<file path="config.mk">
export PLATFORM = sky130hd
export DESIGN_NAME = ip_msx_cartbus
export DESIGN_NICKNAME = d
export VERILOG_FILES = /design/src/rtl/ip_msx_cartbus.sv
export SDC_FILE = /design/constraint.sdc
export NUM_CORES = 1
export LEC_CHECK = 0
export ABC_AREA = 0
export ABC_CLOCK_PERIOD_IN_PS = 3100
export CAP_MARGIN = 20
export CORE_MARGIN = 2
export CORE_UTILIZATION = 52
export CTS_CLUSTER_SIZE = 10
export DETAILED_ROUTE_END_ITERATION = 7
export PLACE_DENSITY = 0.81
export REMOVE_ABC_BUFFERS = 1
export SLEW_MARGIN = 25
export SYNTH_ARGS = -nofsm -noshare
export SYNTH_HDL_FRONTEND = slang
export SYNTH_SLANG_ARGS = --single-unit
</file>
<file path="constraint.sdc">
create_clock -name clk -period 3.1 [get_ports clk]
set_input_delay 0.62 -clock clk [delete_from_list [all_inputs] [get_ports clk]]
set_output_delay 0.62 -clock clk [all_outputs]
set_load 0.005 [all_outputs]
</file>
<file path="src/rtl/ip_msx_cartbus.sv">
// rtl/ip_msx_cartbus.sv - MSX cartridge I/O bus responder bridging qualified bus accesses to the VDP req/ack port
module ip_msx_cartbus #(
  parameter int unsigned DEBOUNCE   = 2,
  parameter int unsigned TIMEOUT    = 255,
  parameter logic [7:0]  DUMMY_READ = 8'hFF
) (
  input  logic       clk,
  input  logic       reset,
  input  logic       n_ce,
  input  logic       n_twr,
  input  logic       n_trd,
  input  logic [1:0] ta,
  input  logic [7:0] td_in,
  output logic [7:0] td_out,
  output logic       tdir,
  output logic       twait,
  output logic       req,
  output logic       wr,
  output logic [1:0] address,
  output logic [7:0] wdata,
  input  logic       ack,
  input  logic [7:0] rdata
);

  localparam logic [3:0] DEB = 4'(DEBOUNCE);
  localparam logic [7:0] TMO = 8'(TIMEOUT);

  typedef enum logic [1:0] {ARMWAIT, IDLE, BUSY, RELEASE} state_t;

  state_t     state, state_n;
  logic [2:0] strb_q1, strb_s;
  logic [1:0] ta_q1, ta_s;
  logic [7:0] td_q1, td_s;
  logic       ce_s, wr_s, rd_s;
  logic       acc_rd, acc_wr, acc, strobe_on;

  logic [3:0] qual, qual_n, qual_inc;
  logic       last_wr, last_wr_n;
  logic [7:0] tmo, tmo_n, tmo_inc;
  logic       req_n, wr_n, tdir_n, twait_n;
  logic [1:0] address_n;
  logic [7:0] wdata_n, td_out_n;

  // Strobe synchronisers reset to "active" so ARMWAIT waits for a genuinely idle bus.
  always_ff @(posedge clk) begin
    if (reset) begin
      strb_q1 <= 3'b000;
      strb_s  <= 3'b000;
      ta_q1   <= '0;
      ta_s    <= '0;
      td_q1   <= '0;
      td_s    <= '0;
    end else begin
      strb_q1 <= {n_ce, n_twr, n_trd};
      strb_s  <= strb_q1;
      ta_q1   <= ta;
      ta_s    <= ta_q1;
      td_q1   <= td_in;
      td_s    <= td_q1;
    end
  end

  assign ce_s      = strb_s[2];
  assign wr_s      = strb_s[1];
  assign rd_s      = strb_s[0];
  assign acc_rd    = !ce_s && !rd_s && wr_s;
  assign acc_wr    = !ce_s && !wr_s && rd_s;
  assign acc       = acc_rd || acc_wr;
  assign strobe_on = !ce_s && (wr ? !wr_s : !rd_s);
  assign qual_inc  = qual + 4'd1;
  assign tmo_inc   = (tmo == 8'hFF) ? tmo : tmo + 8'd1;

  always_ff @(posedge clk) begin
    if (reset) begin
      state   <= ARMWAIT;
      qual    <= '0;
      last_wr <= 1'b0;
      tmo     <= '0;
      req     <= 1'b0;
      wr      <= 1'b0;
      address <= '0;
      wdata   <= '0;
      td_out  <= '0;
      tdir    <= 1'b0;
      twait   <= 1'b0;
    end else begin
      state   <= state_n;
      qual    <= qual_n;
      last_wr <= last_wr_n;
      tmo     <= tmo_n;
      req     <= req_n;
      wr      <= wr_n;
      address <= address_n;
      wdata   <= wdata_n;
      td_out  <= td_out_n;
      tdir    <= tdir_n;
      twait   <= twait_n;
    end
  end

  always_comb begin
    state_n   = state;
    qual_n    = qual;
    last_wr_n = last_wr;
    tmo_n     = tmo;
    req_n     = req;
    wr_n      = wr;
    address_n = address;
    wdata_n   = wdata;
    td_out_n  = td_out;
    tdir_n    = tdir;
    twait_n   = twait;
    case (state)
      ARMWAIT: begin
        qual_n = '0;
        if (ce_s && wr_s && rd_s) state_n = IDLE;
      end
      IDLE: begin
        last_wr_n = acc_wr;
        if (acc && (qual == '0 || last_wr == acc_wr)) begin
          if (qual_inc == DEB) begin
            qual_n    = '0;
            address_n = ta_s;
            wr_n      = acc_wr;
            wdata_n   = td_s;
            req_n     = 1'b1;
            twait_n   = 1'b1;
            tmo_n     = '0;
            state_n   = BUSY;
          end else begin
            qual_n = qual_inc;
          end
        end else begin
          qual_n = '0;
        end
      end
      BUSY: begin
        tmo_n = tmo_inc;
        // ack has priority over a simultaneous timeout.
        if (ack) begin
          req_n   = 1'b0;
          state_n = RELEASE;
          if (!wr) begin
            td_out_n = rdata;
            tdir_n   = strobe_on;
          end
        end else if (tmo_inc == TMO) begin
          req_n   = 1'b0;
          state_n = RELEASE;
          if (!wr) begin
            td_out_n = DUMMY_READ;
            tdir_n   = strobe_on;
          end
        end
      end
      RELEASE: begin
        twait_n = 1'b0;
        if (!strobe_on) begin
          tdir_n  = 1'b0;
          state_n = IDLE;
        end
      end
      default: state_n = ARMWAIT;
    endcase
  end

endmodule

</file>
==> results.md <==
- Vias per inst: 5.20
- Number of global-route vias before repair: 1941
- Critical Path, Cell by Cell: ha_1 > or4b_1 > o31ai_2 > o211ai_1 > a21boi_2 > nor2b_1 > nand2_1 > o22ai_1
- Height of the die: 75.4 um
- Family with the most delay on the worst path: simple AND/OR/NAND/NOR gates
- Max-slew violations: 0
- Worst Tran Pin Value: 555 ps
- Cts repair resizes: 0
- Flops & latches, synth: 63
- CTS tree: done
- Final WL: 5250 um
- Largest net degree at the start of global routing: 38
- H-tree Lvls: 3
- Num rows: 25
- Period Utilization, post-route: 83.8%
- Clk_skew: 5.87 ps
- Post-synth EDFFs: 0
- Cells after Synth: 275
- Routed Antenna Nets: 0
- Setup CP Type: reg -> reg
- Remaining Overflow, GRT: 0
- Run status: finished clean
- Max clock buf depth: 2
- NetSw: 448 uW
- Clock Sinks: 63
- Routability cong.: 0.854
- Antenna violations before repair: 0
- DRC Markers: 0
- Lkg Pwr: 0.00133 uW
- Drt wl/cell: 13.4 um
- Number of setup buffers added after CTS: 0
- Post-route cell area: 0.00334 sq mm
- Synth Flop Type: dfxtp_1
- Cell Area, Placed: 0.00312 sq mm
- Startpoint Class: flop
- Area of the die: 0.00569 sq mm
- Required @ worst endpoint: 3360 ps
- CP bufs+invs: 0
- DRT Pass-1 Iters: 4
- Setup TNS: 0 ps
- Switching Share: 24.5%
- Syn avg cell area: 9.65 sq um
- Die X: 75.4 um
- CTS clock-pin slew for the worst setup and hold paths: 80 ps
- Hold Path Class: reg -> reg
- Final setup violation count: 0
- Relative slew slack: 62.8%
- Int Pwr: 1380 uW
- Root Driver: clkbuf_8
- Final net count: 354
- CP Max Fanout: 8
- First-pass GRT wire length: 8510 um
- CTS buffer count: 9
- Crit end category: flop
- Layout cell share with drive strength beyond 1: 8.90%
- Ys async rst share: 0%
- Peak Freq: 385 MHz
- CP arrival: 2860 ps
- 1st-iter DRT viols: 79
- Warnings, synthesis: 0
- Combinational share of power: 10.1%
- Unrepaired setup endpoints after global routing: no
- Pwr/cell area: 548 mW/mm^2
- Area growth syn-to-layout: 26.0%
- Synth Cell Area: 0.00265 sq mm
- Clock network fraction of total power: 43.1%
- VDD IR max: 0.000613 V
- Tmin final: 2600 ps
- Sequential area share after synthesis: 47.5%
- Seq pwr share: 46.8%
- Dpl hpwl: 3570 um
- Core area: 0.00482 sq mm
- I/O pin count: 46
- Via Count: 2044
- Initial Util: 55.1%
- Distinct cells, synth: 51
- Worst hold margin: 435 ps
- # diodes: 0
- GRT Util Overall: 20.2%
- Final Hold Violating Endpoints: 0
- Max-Cap Viols: 0
- Crit-path max cell delay: 500 ps
- CTS Hold Bufs: 0
- Slowest CP cell: or4b_1
- IO buf count: 45
- Clk_lat worst skew: 340 ps
cells in the mapped netlist, drive strengths merged, types with 2 or more instances:
| cell | number | area, sq um |
|---|---|---|
| inv | 10 | 37.5 |
| o21ai | 4 | 20.0 |
| ha | 9 | 113 |
| buf | 4 | 25.0 |
| nor2 | 42 | 158 |
| a22oi | 2 | 15.0 |
| nand2b | 2 | 12.5 |
| nand4 | 3 | 33.8 |
| mux2i | 15 | 150 |
| a21boi | 4 | 37.5 |
| nand2 | 5 | 18.8 |
| nor2b | 28 | 175 |
| dfxtp | 63 | 1260 |
| a21oi | 18 | 93.8 |
| nor4b | 2 | 32.5 |
| o21a | 9 | 67.6 |
| nor3b | 4 | 30.0 |
| xnor2 | 3 | 26.3 |
| clkbuf | 8 | 50.1 |
| and3 | 2 | 13.8 |
| o211ai | 2 | 15.0 |
| nand3 | 6 | 30.0 |
| a31oi | 5 | 31.3 |
| nand3b | 3 | 22.5 |
| o22ai | 2 | 12.5 |
| nor3 | 3 | 15.0 |
logic make-up (layout without fill, tap and decap cells):
group	after synthesis	after routing	share of synthesized area [%]
mux	15	15	5.66
compound gates	55	55	14.3
buf+inv	22	73	4.25
fa+ha+maj	9	9	4.25
flops	63	63	47.5
simple gates	108	108	23.0
xor+xnor	3	3	0.991
placed cells by master (no fill, tap or decap), types with 3 or more instances in the layout:
cell type / count
a21oi_1: 17
a31oi_1: 5
clkbuf_8: 9
clkdlybuf4s50_1: 44
dfxtp_1: 63
ha_1: 9
inv_1: 10
mux2i_1: 15
nand2_1: 5
nand3_1: 6
nand3b_1: 3
nor2_1: 42
nor2b_1: 28
nor3_1: 3
nor3b_1: 4
o21a_1: 9
o21ai_0: 4
xnor2_1: 3
metal layers:
layer  up-vias  share of wire, %  global-route usage [%]
li1       1041                 -                       -
met1       956                45                    23.7
met2        40                49                    33.4
met3         7               5.1                    7.94
met4         0               1.4                    7.60
met5         -                 0                       0
final timing paths:
path | from | cells past startpoint | slack (ps) | endpoint
setup / recovery | qual[0] | 8 | 500 | tmo[1]
hold / removal | strb_q1[1] | 1 | 440 | strb_s[1]
setup reg to reg | qual[0] | 8 | 500 | tmo[1]
hold reg to reg | strb_q1[1] | 1 | 440 | strb_s[1]
final cells by class:
type / count / area [sq um]
repair buffers: 47 / 460
inverters: 10 / 37.5
well taps: 67 / 83.8
clock buffers: 9 / 124
multi-input cells: 190 / 1280
clock inverters: 7 / 97.6
flip-flops and latches: 63 / 1260
fillers: 382 / 1470
stage by stage:
step / utilization, % / setup WS [ps] / power (uW) / instances
after floorplan: - / 597 / 976 / 263
after global placement: 64.8 / 595 / 1050 / 377
after detailed placement: 64.8 / 540 / 1060 / 377
after CTS: 69.4 / 514 / 1850 / 393
after global routing: 69.4 / 331 / 1900 / 393
final: 69.4 / 503 / 1830 / 393
sequential cells by signal (all words and copies together), names as in the netlist, 2 cells and up:
name     count
strb_q1      3
tmo          8
td_out       8
td_q1        8
qual         4
strb_s       3
state        2
ta_s         2
address      2
td_s         8
wdata        8
ta_q1        2
power groups by stage:
stage,Combinational [uW],Sequential [uW],Clock (uW)
after global routing,207,861,835
after CTS,187,858,801
after global placement,180,875,0
after detailed placement,184,876,0
final,185,858,790
after floorplan,103,873,0
No activity file was read; power rests on OpenSTA's default activity.
